## config.mk

```make
export PLATFORM = sky130hd
export DESIGN_NAME = phase_timer
export DESIGN_NICKNAME = d
export VERILOG_FILES = /design/src/rtl/phase_timer.sv
export SDC_FILE = /design/constraint.sdc
export NUM_CORES = 1
export LEC_CHECK = 0
export ABC_AREA = 1
export ABC_CLOCK_PERIOD_IN_PS = 4600
export BUFFER_PORTS_ARGS = -buffer_cell sky130_fd_sc_hd__buf_2
export CORE_MARGIN = 5
export CORE_UTILIZATION = 25
export DETAILED_ROUTE_END_ITERATION = 6
export PLACE_DENSITY = 0.48
export SLEW_MARGIN = 20
export SYNTH_ARGS = -nofsm -noshare
export SYNTH_HDL_FRONTEND = slang
export SYNTH_SLANG_ARGS = --single-unit
```

## constraint.sdc

```tcl
create_clock -name clk -period 4.6 [get_ports clk]
set_input_delay 0.46 -clock clk [delete_from_list [all_inputs] [get_ports clk]]
set_output_delay 0.46 -clock clk [all_outputs]
set_load 0.02 [all_outputs]
```

## src/rtl/phase_timer.sv

```systemverilog
// phase_timer: per-phase duration timer with prescaled ticks, pause, runtime durations and select-error flag.
// Defining PHASE_TIMER_FORCE_END_EN adds a force_end input that ends the active phase immediately.
module phase_timer #(
    parameter int NUM_PHASES = 3,
    parameter int CNT_W = 8,
    parameter int PRESCALE = 1,
    parameter logic [NUM_PHASES*CNT_W-1:0] DEF_DUR = {8'd4, 8'd2, 8'd3},
    parameter int IDX_W = (NUM_PHASES > 1) ? $clog2(NUM_PHASES) : 1
) (
    input  logic                  clk,
    input  logic                  rst,
    input  logic [NUM_PHASES-1:0] phase_sel,
    input  logic                  pause,
    input  logic                  cfg_we,
    input  logic [IDX_W-1:0]      cfg_idx,
    input  logic [CNT_W-1:0]      cfg_dur,
`ifdef PHASE_TIMER_FORCE_END_EN
    input  logic                  force_end,
`endif
    output logic [NUM_PHASES-1:0] phase_end,
    output logic [CNT_W-1:0]      remaining,
    output logic                  sel_err
);
    localparam int PS_W = (PRESCALE > 1) ? $clog2(PRESCALE) : 1;
    localparam logic [PS_W-1:0] PS_MAX = PS_W'(PRESCALE - 1);
    localparam logic [IDX_W:0] NP = (IDX_W + 1)'(NUM_PHASES);

    logic [CNT_W-1:0] dur [NUM_PHASES];
    logic [CNT_W-1:0] elapsed, active_dur, cur_dur, load_dur;
    logic [PS_W-1:0] prescaler;
    logic [NUM_PHASES-1:0] prev_sel;
    logic [IDX_W-1:0] cur_idx;
    logic valid, restart, tick, expire, frc, cfg_hit;

`ifdef PHASE_TIMER_FORCE_END_EN
    assign frc = force_end;
`else
    assign frc = 1'b0;
`endif

    always_comb begin
        cur_idx = '0;
        for (int i = 0; i < NUM_PHASES; i++)
            if (phase_sel[i]) cur_idx = IDX_W'(i);
    end

    assign valid = (phase_sel != '0) && ((phase_sel & (phase_sel - 1'b1)) == '0);
    assign sel_err = ~valid;
    assign restart = valid && (phase_sel != prev_sel);
    assign tick = prescaler == PS_MAX;
    assign cfg_hit = cfg_we && ({1'b0, cfg_idx} < NP);
    // A write to the phase being (re)loaded this cycle is forwarded into the load.
    assign cur_dur = (cfg_we && cfg_idx == cur_idx) ? cfg_dur : dur[cur_idx];
    assign load_dur = (cur_dur == '0) ? CNT_W'(1) : cur_dur;
    assign expire = valid && !restart && (frc || (tick && !pause && elapsed == active_dur - 1'b1));
    assign phase_end = expire ? phase_sel : '0;
    assign remaining = valid ? active_dur - elapsed : '0;

    always_ff @(posedge clk) begin
        if (rst) begin
            for (int i = 0; i < NUM_PHASES; i++)
                dur[i] <= DEF_DUR[i*CNT_W +: CNT_W];
            elapsed <= '0;
            prescaler <= '0;
            active_dur <= '0;
            prev_sel <= '0;
        end else begin
            prev_sel <= phase_sel;
            if (cfg_hit) dur[cfg_idx] <= cfg_dur;
            if (!valid) begin
                elapsed <= '0;
                prescaler <= '0;
            end else if (restart || expire) begin
                elapsed <= '0;
                prescaler <= '0;
                active_dur <= load_dur;
            end else if (!pause) begin
                prescaler <= tick ? '0 : prescaler + 1'b1;
                if (tick) elapsed <= elapsed + 1'b1;
            end
        end
    end
endmodule

```

-- Word-level counts from Yosys, hierarchy flattened
Memories as Yosys holds them, arrays and structs flattened.
Cells that the tools add are included.
- word-level logic and storage cells: 51
- bits in registers: 20
- input port bits: 17
- memories kept: 1
- memory bits (writable): 24
- output and inout port bits: 12
- reduce and logical (&&, ||, !) cells: 18
- mux-type cells: 15
- add/sub/neg operators: 5
- bitwise logic cells: 4
- equal/unequal tests: 3
- magnitude comparators: 1
- memory list (memory ; depth ; width ; read ports ; clocked after Yosys merged registers in ; write ports ; line ; text):
    dur ; 3 ; 8 ; 1 ; 0 ; 3 ; 28 ; logic [CNT_W-1:0] dur [NUM_PHASES];
- operator list (operator ; count):
    $mux 8 ; 4
    $add 8x1->8 const B ; 1
    $eq 8x8->1 ; 1
    $logic_and 1x1->1 ; 8
    $logic_not 8->1 ; 1
    $mux 1 ; 8
    $reduce_or 8->1 ; 1
    $sub 8x1->8 const B ; 1
    $sub 8x8->8 ; 1
    $mux 2 ; 2
    $reduce_and 2->1 ; 2
    $and 3x3->3 ; 1
    $logic_not 3->1 ; 1
    $mux 3 ; 1
    $ne 3x3->1 ; 1
    $not 1->1 ; 3
    $reduce_bool 3->1 ; 1
    $reduce_or 3->1 ; 1
    $sub 3x1->3 const B ; 1
    $eq 2x2->1 ; 1
    $logic_not 1->1 ; 2
    $lt 2x2->1 const B ; 1
    $add 1x1->1 const B ; 1
    $logic_or 1x1->1 ; 1

-- Longest topological paths before layout
Gate-level depths: netlist of the first run.
- word-level depth: 10
- depth in mapped cells: 15
- depth with buffers taken out: 15

-- Worst setup path after synthesis of the first run
OpenSTA, ideal clock, no wires.
- path type: reg-to-output
- from: register active_dur[0]
- to: output port remaining[6]
- data required time: 4.140 ns
- path slack: 2.243 ns
- stages on the path, launching flop included: 12
- arrival time: 1.897 ns
- buffers on the path: 0
- path through: dfxtp_1 inv_1 ha_1 inv_1 fa_1 nand2_1 nand2_1 a21oi_1 o21ai_0 a21oi_1 o21ai_0 a21oi_1
- longest elaborated chain between the ends: 2
- RTL lines (item ; line ; text):
    from (decl) ; 29 ; logic [CNT_W-1:0] elapsed, active_dur, cur_dur, load_dur;
    from (signal assigned) ; 76 ; active_dur <= load_dur;
    $sub 8x8->8 ; 57 ; assign remaining = valid ? active_dur - elapsed : '0;
    $mux 8 ; 57 ;
    to (decl) ; 21 ; output logic [CNT_W-1:0] remaining,
No other way between the ends.

-- Worst setup path after layout of the first run
Same ends and word-level chain as after synthesis.

==> results.cfg, run 1 <==
[die]
row_count = 38
core_um2 = 10900
dieArea_um2 = 13300
start_util_pct = 25.5
die_h_um = 115
ios = 29
die_w_um = 115

[yosys]
synth.avg_cell_area_um2 = 7.22
synth_area_um2 = 2780
synthCells = 385
async_flop_share_pct = 0
synth_cell_types = 37
syn_nets = 412
synth_edf_count = 24
ys.flop_type = edfxtp_1
ys_seq_elements = 43
yosysWarnings = 0
yosysSeqAreaShare_pct = 39.6

[sta]
drv_slew = 0
fmax_mhz = 353
finalHoldViolations = 0
layout_min_cycle_time_ns = 2.83
setup-tns-final_ns = 0
fin_crit_sh_pct = 61.5
skew_ns = 0.0154
tightest_slew_ns = 0.632
setup_viol = 0
rsz0062_at_grt = no
slew_headroom_pct = 57.8

[drt]
drt-wirelength-per-cell_um = 12.0
drtIter0Drc = 67
vias = 2342
viasPerCell = 4.23
drt-total-wl_um = 6670
drtAntennaViolNets = 0
drt-pass1-iter-count = 4
post-route-drc-count = 0

[critical_path]
criticalPathCategory = flop to primary output
ff2ff_path_depth = 10
cp.arrival_ns = 2.37
rrSetupSlack_ns = 2.60
critical_path.cell_chain = inv_1 > ha_1 > inv_1 > fa_1 > nand2_1 > nand2_1 > a21oi_1 > o21ai_0 > a21oi_1 > o21ai_0 > a21oi_1 > buf_2
slowest_stage = fa_1
endpoint_kind = primary output
r2r-start = active_dur[1]$_SDFFE_PP0P_
r2r-end = elapsed[2]$_SDFFE_PP0N_
cpMostUsedCell = a21oi_1
path_buf_inv = 3
critPathRequiredTime_ns = 4.14
cpLargestDelayFamily = compound AO/OA/AOI/OAI gates
slowest_delay_ns = 0.41
worst_setup_path_start_kind = flop
crit_path_max_fanout = 5

[global_route]
grt_use_total_pct = 10.4
grt_pass1_vias = 2283
gr-total-overflow = 0
grt_pass1_wl_um = 10800
antenna_found_initial = 0
grt_max_degree = 21

[placement]
port_buffers = 28
placed_cells = 546
dp_hpwl_um = 5540
place_area_um2 = 3040
gp_routability_congestion = 0.868

[layout]
antenna_cells = 0
final-instance-count-excl-fill = 554
seqCellArea_um2 = 1100
multi_input_area_um2 = 1430
synthToLayoutAreaGrowth_pct = 14.5
stdcell_area_um2 = 3180
final_net_count = 440
fillers = 1203
drive_gt1_share_pct = 13.8

[power_and_ir_drop]
p_per_area_nw_per_um2 = 329
leakage_nw = 1.49
peakVddDrop_uv = 147

[hold_path]
holdCritPathClass = input port to flop
holdPathStages = 2
min_to = prev_sel[1]$_SDFF_PP0_
hp-start = rst

[status]
status = completed

[clocking]
path_clk_slew_ns = 0.10
clockBufferDepth = 2
post-cts-setup-buffers = 0
cts-htree-levels = 2
clockRootBuffer = clkbuf_8
clkLatencyLatePin_ns = 0.30
cts_tree = built
post_cts_resized = 0
cts_sinks = 43
hold_buffers = 0
numCtsBuffers = 5

[flow_run]
cap_violations = 0
per-stage QoR:
stage               setup WS (ns)  power [mW]  hold WS [ns]  utilization, %
finish                       1.77        1.05         0.377            29.2
global route                 1.53        1.11         0.379            29.2
CTS                          1.74        1.06         0.372            29.2
detailed placement           2.04       0.699         0.507            27.9
global placement             2.07       0.697         0.512            27.9
floorplan                    2.24       0.635         0.472               -
synthesized netlist by cell type (2+ instances only):
| library cell | count | area, µm² |
|---|---|---|
| nand2_2 | 4 | 25.0 |
| xnor2_1 | 3 | 26.3 |
| edfxtp_1 | 24 | 721 |
| nor2_2 | 2 | 12.5 |
| o21ai_0 | 10 | 50.1 |
| nand2_1 | 105 | 394 |
| o21ai_1 | 2 | 10.0 |
| nor2_1 | 66 | 248 |
| inv_1 | 50 | 188 |
| nor2_4 | 3 | 33.8 |
| nand3_1 | 28 | 140 |
| clkbuf_1 | 2 | 7.51 |
| dfxtp_1 | 19 | 380 |
| xor2_1 | 8 | 70.1 |
| inv_2 | 3 | 11.3 |
| nor3_1 | 3 | 15.0 |
| ha_1 | 9 | 113 |
| a21oi_2 | 3 | 26.3 |
| buf_2 | 2 | 10.0 |
| a21oi_1 | 19 | 95.1 |
| nand4_1 | 2 | 12.5 |
| nand2_4 | 3 | 33.8 |
state kept, by name (all words and copies together) (netlist names):
name,cells
elapsed,8
prev_sel,3
active_dur,8
dur,24
area by class of cell:
class                   instances  share of cell area, %
repair buffers                 28                   4.41
clock buffers                   5                   2.16
clock inverters                 3                   2.24
well taps                     140                   5.51
multi-input cells             282                   44.8
flip-flops and latches         43                   34.6
inverters                      53                   6.25
layout by cell type (no fill, tap or decap), types with 2 or more instances in the layout:
| cell | netlist | final |
|---|---|---|
| a21oi_2 | 3 | 3 |
| dfxtp_1 | 19 | 19 |
| o21ai_0 | 10 | 10 |
| xnor2_1 | 3 | 3 |
| nand2_2 | 4 | 4 |
| a21oi_1 | 19 | 19 |
| edfxtp_1 | 24 | 24 |
| bufinv_16 | 0 | 2 |
| inv_2 | 3 | 3 |
| inv_1 | 50 | 50 |
| xor2_1 | 8 | 8 |
| clkbuf_8 | 0 | 5 |
| buf_2 | 2 | 28 |
| nand3_1 | 28 | 28 |
| nor2_2 | 2 | 2 |
| o21ai_1 | 2 | 2 |
| nor3_1 | 3 | 3 |
| nor2_1 | 66 | 66 |
| nand4_1 | 2 | 2 |
| nand2_1 | 105 | 105 |
| ha_1 | 9 | 9 |
| nor2_4 | 3 | 3 |
| nand2_4 | 3 | 3 |
worst reg2reg max path, delay by kind of cell, from the launching register on:
family        cells  cell delay, ns
simple gates      8            1.10
flops             1            0.47
fa+ha+maj         1            0.28
buf+inv           1            0.08
cells by family after synthesis:
group | synth area share, %
fa+ha+maj | 4.77
simple gates | 34.5
buf+inv | 9.09
xor+xnor | 4.46
compound gates | 7.56
flops | 39.6
power breakdown:
group | leakage, nW | internal, mW | switching (mW) | total (mW)
combinational | 1.03 | 0.0840 | 0.155 | 0.239
clock | 0.0703 | 0.220 | 0.139 | 0.359
sequential | 0.389 | 0.430 | 0.0179 | 0.448
total | 1.49 | 0.735 | 0.312 | 1.05
how the worst max path moves through the flow:
stage / endpoint / cells after the start / slack [ns] / from
3_3_place_gp: remaining[2] / 9 / 2.07 / phase_sel[2]
5_1_grt: remaining[6] / 12 / 1.53 / active_dur[0]$_SDFFE_PP0P_
4_1_cts: remaining[6] / 12 / 1.74 / active_dur[0]$_SDFFE_PP0P_
2_1_floorplan: remaining[6] / 11 / 2.24 / active_dur[0]$_SDFFE_PP0P_
6_report: remaining[6] / 12 / 1.77 / active_dur[0]$_SDFFE_PP0P_
3_5_place_dp: remaining[6] / 9 / 2.04 / phase_sel[2]
layer usage:
metal	GRT usage (%)	routed length (µm)	share of wire, %	vias to the layer above
met2	18.8	3310	50	42
met4	2.35	76	1.1	0
met1	13.0	3050	46	1021
li1	-	-	-	1272
met3	1.72	237	3.6	7
met5	0	0	0	-
Power figures use the tool's default switching activity.
==> run 2: changes to the inputs <==
ABC_AREA = 0   (was 1)
ABC_CLOCK_PERIOD_IN_PS = 2400   (was 4600)
PLACE_DENSITY = 0.5   (was 0.48)
clock period = 2.4 ns   (was 4.6 ns; I/O delays follow)
==> results.cfg, run 2 <==
[flow_run]
cap_violations = 0

[layout]
top_regs = dur: 24 flops, active_dur: 8 flops, elapsed: 8 flops
largest_reg_flops = 24
fillers = 1156
final_net_count = 347
layout_common_cells = nor2_1 (24), edfxtp_1 (24), buf_2 (21), and2_1 (20), buf_4 (18)
multi_input_area_um2 = 1570
seqCellArea_um2 = 1110
antenna_cells = 0
synthToLayoutAreaGrowth_pct = 22.0
largest_register = dur
final-instance-count-excl-fill = 461
drive_gt1_share_pct = 27.1

[yosys]
synthCells = 283
synth_area_leader_cell = edfxtp_1
synth_area_um2 = 2710
synth.avg_cell_area_um2 = 9.57
yosysWarnings = 0
ys_seq_elements = 43
synth_top_area_share_pct = 26.6
synth_cell_types = 48
syn_nets = 310
synth_common_cells = edfxtp_1 (24), nor2_1 (24), and2_1 (23)
yosysSeqAreaShare_pct = 40.6
ys.flop_type = edfxtp_1
yosys-top-cells-area = edfxtp_1 (27%), dfxtp_1 (14%), mux2i_1 (5.9%)
async_flop_share_pct = 0
synth_edf_count = 24

[die]
start_util_pct = 25.2
dieArea_um2 = 13000
die_h_um = 114
ios = 29
row_count = 38
core_um2 = 10700
die_w_um = 114

[hold_path]
holdCritPathClass = input port to flop

[placement]
port_buffers = 28
dp_hpwl_um = 4660
gp_routability_congestion = 0.758
placed_cells = 449

[drt]
drtIter0Drc = 77
vias = 2126
drt-wirelength-per-cell_um = 13.2
drtAntennaViolNets = 0
drt-total-wl_um = 6100
viasPerCell = 4.61
drt-pass1-iter-count = 4
post-route-drc-count = 0

[status]
failed_checks = setup timing
status = complete, but fails checks

[clocking]
clockBufferDepth = 2
path_clk_slew_ns = 0.09
cts_tree = built
clockRootBuffer = clkbuf_8
clkLatencyLatePin_ns = 0.30
cts_sinks = 43
cts-htree-levels = 2
numCtsBuffers = 5

[sta]
worst_slack_ns = -0.0132
fmax_mhz = 414
tightest_slew_ns = 0.500
skew_ns = 0.0125
drv_slew = 0
fin_hold_ws_ns = 0.253
layout_min_cycle_time_ns = 2.41
setup_viol = 4
finalHoldViolations = 0
fin_crit_sh_pct = 101
rsz0062_at_grt = yes
slew_headroom_pct = 66.7

[global_route]
grt_pass1_vias = 2115
grt_max_degree = 27
grt_use_total_pct = 9.81
gr-total-overflow = 0
antenna_found_initial = 0
grt_pass1_wl_um = 10300

[critical_path]
ff2ff_path_depth = 9
endpoint_kind = primary output
criticalPathCategory = flop to primary output
rrSetupSlack_ns = 0.14
crit_start = active_dur[0]$_SDFFE_PP0P_
critical_path.endpoint = phase_end[1]
r2r-end = active_dur[0]$_SDFFE_PP0P_
crit_path_max_fanout = 3
cp.arrival_ns = 2.17
worst_setup_path_start_kind = flop
r2r-start = active_dur[0]$_SDFFE_PP0P_
critPathRequiredTime_ns = 2.16

[power_and_ir_drop]
leakage_nw = 1.28
p_per_area_nw_per_um2 = 556
totalPowerFinal_mw = 1.84
peakVddDrop_uv = 218
[run 2: cell types whose count changed after synthesis, sizes merged, moves of 16 or more]
| cell | change |
|---|---|
| and2 | +23 |
| inv | -41 |
| mux2i | +16 |
| nand2 | -96 |
| nand3 | -19 |
| nor2 | -47 |
[run 2: metal layers]
metal	up-vias	share of wire (%)	GRT usage, %
met1	1014	46	12.4
met3	11	3.1	1.69
met5	-	0	0
li1	1067	-	-
met2	34	48	16.5
met4	0	2.4	4.28
[run 2: report_power, final]
| group | total, mW | internal, mW | switching, mW | leakage [nW] |
|---|---|---|---|---|
| Sequential | 0.843 | 0.819 | 0.0240 | 0.391 |
| Clock | 0.579 | 0.314 | 0.265 | 0.0548 |
| Combinational | 0.417 | 0.187 | 0.231 | 0.829 |
[run 2: per-stage QoR]
step | setup TNS [ns] | instance area, µm² | util, % | setup slack (ns)
floorplan | 0 | 2710 | - | 0.121
global placement | 0 | 3050 | 28.4 | 0.143
detailed placement | 0 | 3050 | 28.4 | 0.0675
CTS | -0.171 | 3270 | 30.4 | -0.0731
global route | -0.540 | 3300 | 30.8 | -0.132
finish | -0.0357 | 3300 | 30.8 | -0.0132
[run 2: final cells by class]
| class | instances | area share, % |
|---|---|---|
| multi-input cells | 215 | 47.6 |
| flip-flops and latches | 43 | 33.6 |
| repair buffers | 43 | 8.63 |
| well taps | 140 | 5.30 |
| clock buffers | 5 | 2.08 |
| clock inverters | 3 | 1.40 |
| inverters | 12 | 1.36 |
[run 2: cells by family (layout without fill, tap and decap cells)]
group / count (synthesis) / in the layout / synth area share (%)
DFF: 43 / 43 / 40.6
and+or+nand+nor: 118 / 118 / 24.6
AOI/OAI and AO/OA: 47 / 47 / 12.4
buffers and inverters: 25 / 63 / 3.79
adders and majority gates: 10 / 10 / 4.90
muxes: 16 / 16 / 5.91
xor gates and xnor gates: 24 / 24 / 7.76
[run 2: worst max-delay path: stages, from the launching register on]
cell	delay [ns]
dfxtp_2	0.33
inv_2	0.07
ha_2	0.27
xnor2_1	0.12
or4_4	0.43
a211oi_4	0.18
and3_4	0.22
and2_4	0.14
buf_6	0.11
[run 2: worst min-delay path by stage]
stage               cells past startpoint  slack, ns                       start                    endpoint
detailed placement                      2       0.49  active_dur[7]$_SDFFE_PP0P_  active_dur[7]$_SDFFE_PP0P_
floorplan                               2       0.38                       pause     elapsed[0]$_SDFFE_PP0N_
global route                            2       0.25                phase_sel[0]      prev_sel[0]$_SDFF_PP0_
global placement                        2       0.49  active_dur[7]$_SDFFE_PP0P_  active_dur[7]$_SDFFE_PP0P_
finish                                  2       0.25                  cfg_dur[0]     dur[0][0]$_SDFFCE_PN1P_
CTS                                     2       0.24                  cfg_dur[0]     dur[0][0]$_SDFFCE_PN1P_
[run 2: repair_timing]
action | 4_1_cts | 5_1_grt
setup endpoints to repair | 6 | 7
hold buffers | 0 | 0
gates resized for setup | 29 | 10
pin swaps | 9 | 10
buffers inserted | 3 | 1
==> run 3: changes to the inputs <==
SKIP_LAST_GASP = 1   (was not set)
==> results.cfg, run 3 (synthesis gave the netlist of run 2 again) <==
[clocking]
clkLatencyLatePin_ns = 0.30
cts-htree-levels = 2
numCtsBuffers = 5
clockRootBuffer = clkbuf_8
hold_buffers = 0
clockBufferDepth = 2
cts_tree = built
path_clk_slew_ns = 0.09
cts_sinks = 43

[drt]
drtIter0Drc = 81
drt-total-wl_um = 6090
viasPerCell = 4.61
drtAntennaViolNets = 0
post-route-drc-count = 0
drt-pass1-iter-count = 4
drt-wirelength-per-cell_um = 13.2
vias = 2127

[sta]
skew_ns = 0.0125
finalHoldViolations = 0
fmax_mhz = 414
worst_slack_ns = -0.0144
layout_min_cycle_time_ns = 2.41
setup_viol = 4
drv_slew = 0
fin_crit_sh_pct = 101
slew_headroom_pct = 66.7
rsz0062_at_grt = yes
tightest_slew_ns = 0.499
setup-tns-final_ns = -0.0369
fin_hold_ws_ns = 0.253

[layout]
top_regs = dur: 24 flops, active_dur: 8 flops, elapsed: 8 flops
fillers = 1157
synthToLayoutAreaGrowth_pct = 21.8
drive_gt1_share_pct = 26.8
stdcell_area_um2 = 3300
seqCellArea_um2 = 1110
layout_common_cells = nor2_1 (24), edfxtp_1 (24), buf_2 (22), and2_1 (20)
largest_register = dur
post-route-util_pct = 30.7
final_net_count = 347
multi_input_area_um2 = 1570
largest_reg_flops = 24
antenna_cells = 0
final-instance-count-excl-fill = 461

[placement]
place_area_um2 = 3050
port_buffers = 28
placed_cells = 449
gp_routability_congestion = 0.758
dp_hpwl_um = 4660
place_ws_ns = 0.0675

[flow_run]
cap_violations = 0

[power_and_ir_drop]
switching_share_pct = 28.2
leakage_nw = 1.27
peakVddDrop_uv = 218
internal-power_mw = 1.32
clkPwrFrac_pct = 31.5
seqPwrFrac_pct = 46.0
p_per_area_nw_per_um2 = 556
switching_power_mw = 0.517
combinationalPowerShare_pct = 22.5
totalPowerFinal_mw = 1.83

[critical_path]
criticalPathCategory = flop to primary output
cp.arrival_ns = 2.17
worst_setup_path_start_kind = flop
endpoint_kind = primary output
crit_path_max_fanout = 3
critPathRequiredTime_ns = 2.16

[die]
die_h_um = 114
ios = 29
row_count = 38
dieArea_um2 = 13000
start_util_pct = 25.2
die_w_um = 114
core_um2 = 10700

[global_route]
antenna_found_initial = 0
grt_pass1_wl_um = 10200
grt_use_total_pct = 9.79
grt_pass1_vias = 2111
grt_max_degree = 27
gr-total-overflow = 0

[status]
failed_checks = setup timing
status = complete, but fails checks

[hold_path]
holdCritPathClass = input port to flop
## run 3: critical path, stage by stage (launching register included)
cell,delay (ns)
dfxtp_2,0.33
inv_2,0.07
ha_2,0.27
xnor2_1,0.12
or4_4,0.43
a211oi_4,0.18
and3_4,0.22
and2_4,0.14
buf_6,0.11
## run 3: worst paths after layout
kind,from,slack [ns],end,cells after the start
worst max-delay path,active_dur[0]$_SDFFE_PP0P_,-0.01,phase_end[1],8
worst min-delay path,cfg_dur[0],0.25,dur[0][0]$_SDFFCE_PN1P_,2
worst max register to register,active_dur[0]$_SDFFE_PP0P_,0.14,active_dur[0]$_SDFFE_PP0P_,9
worst min register to register,active_dur[7]$_SDFFE_PP0P_,0.50,active_dur[7]$_SDFFE_PP0P_,2
## run 3: area by class of cell
class	instances	area share, %
inverters	12	1.37
multi-input cells	215	47.6
well taps	140	5.31
clock inverters	3	1.40
repair buffers	43	8.57
flip-flops and latches	43	33.7
clock buffers	5	2.09
## run 3: metal layers
layer | up-vias | part of all wire (%) | global-route usage [%]
met5 | - | 0 | 0
met4 | 0 | 2.4 | 4.28
met3 | 11 | 3.0 | 1.69
met2 | 34 | 48 | 16.4
met1 | 1013 | 46 | 12.3
li1 | 1069 | - | -
## run 3: what timing repair did
item | in CTS | in global routing
endpoints found under the setup margin | 6 | 7
buffers inserted | 3 | 1
pin swaps | 9 | 10
gates cloned | 0 | 0
gates resized for setup | 27 | 10
## run 3: power by group through the flow
stage	sequential [mW]	clock (mW)	combinational, mW
detailed placement	0.858	0	0.385
CTS	0.844	0.604	0.409
finish	0.843	0.578	0.412
floorplan	0.855	0	0.276
global placement	0.857	0	0.380
global route	0.847	0.636	0.461
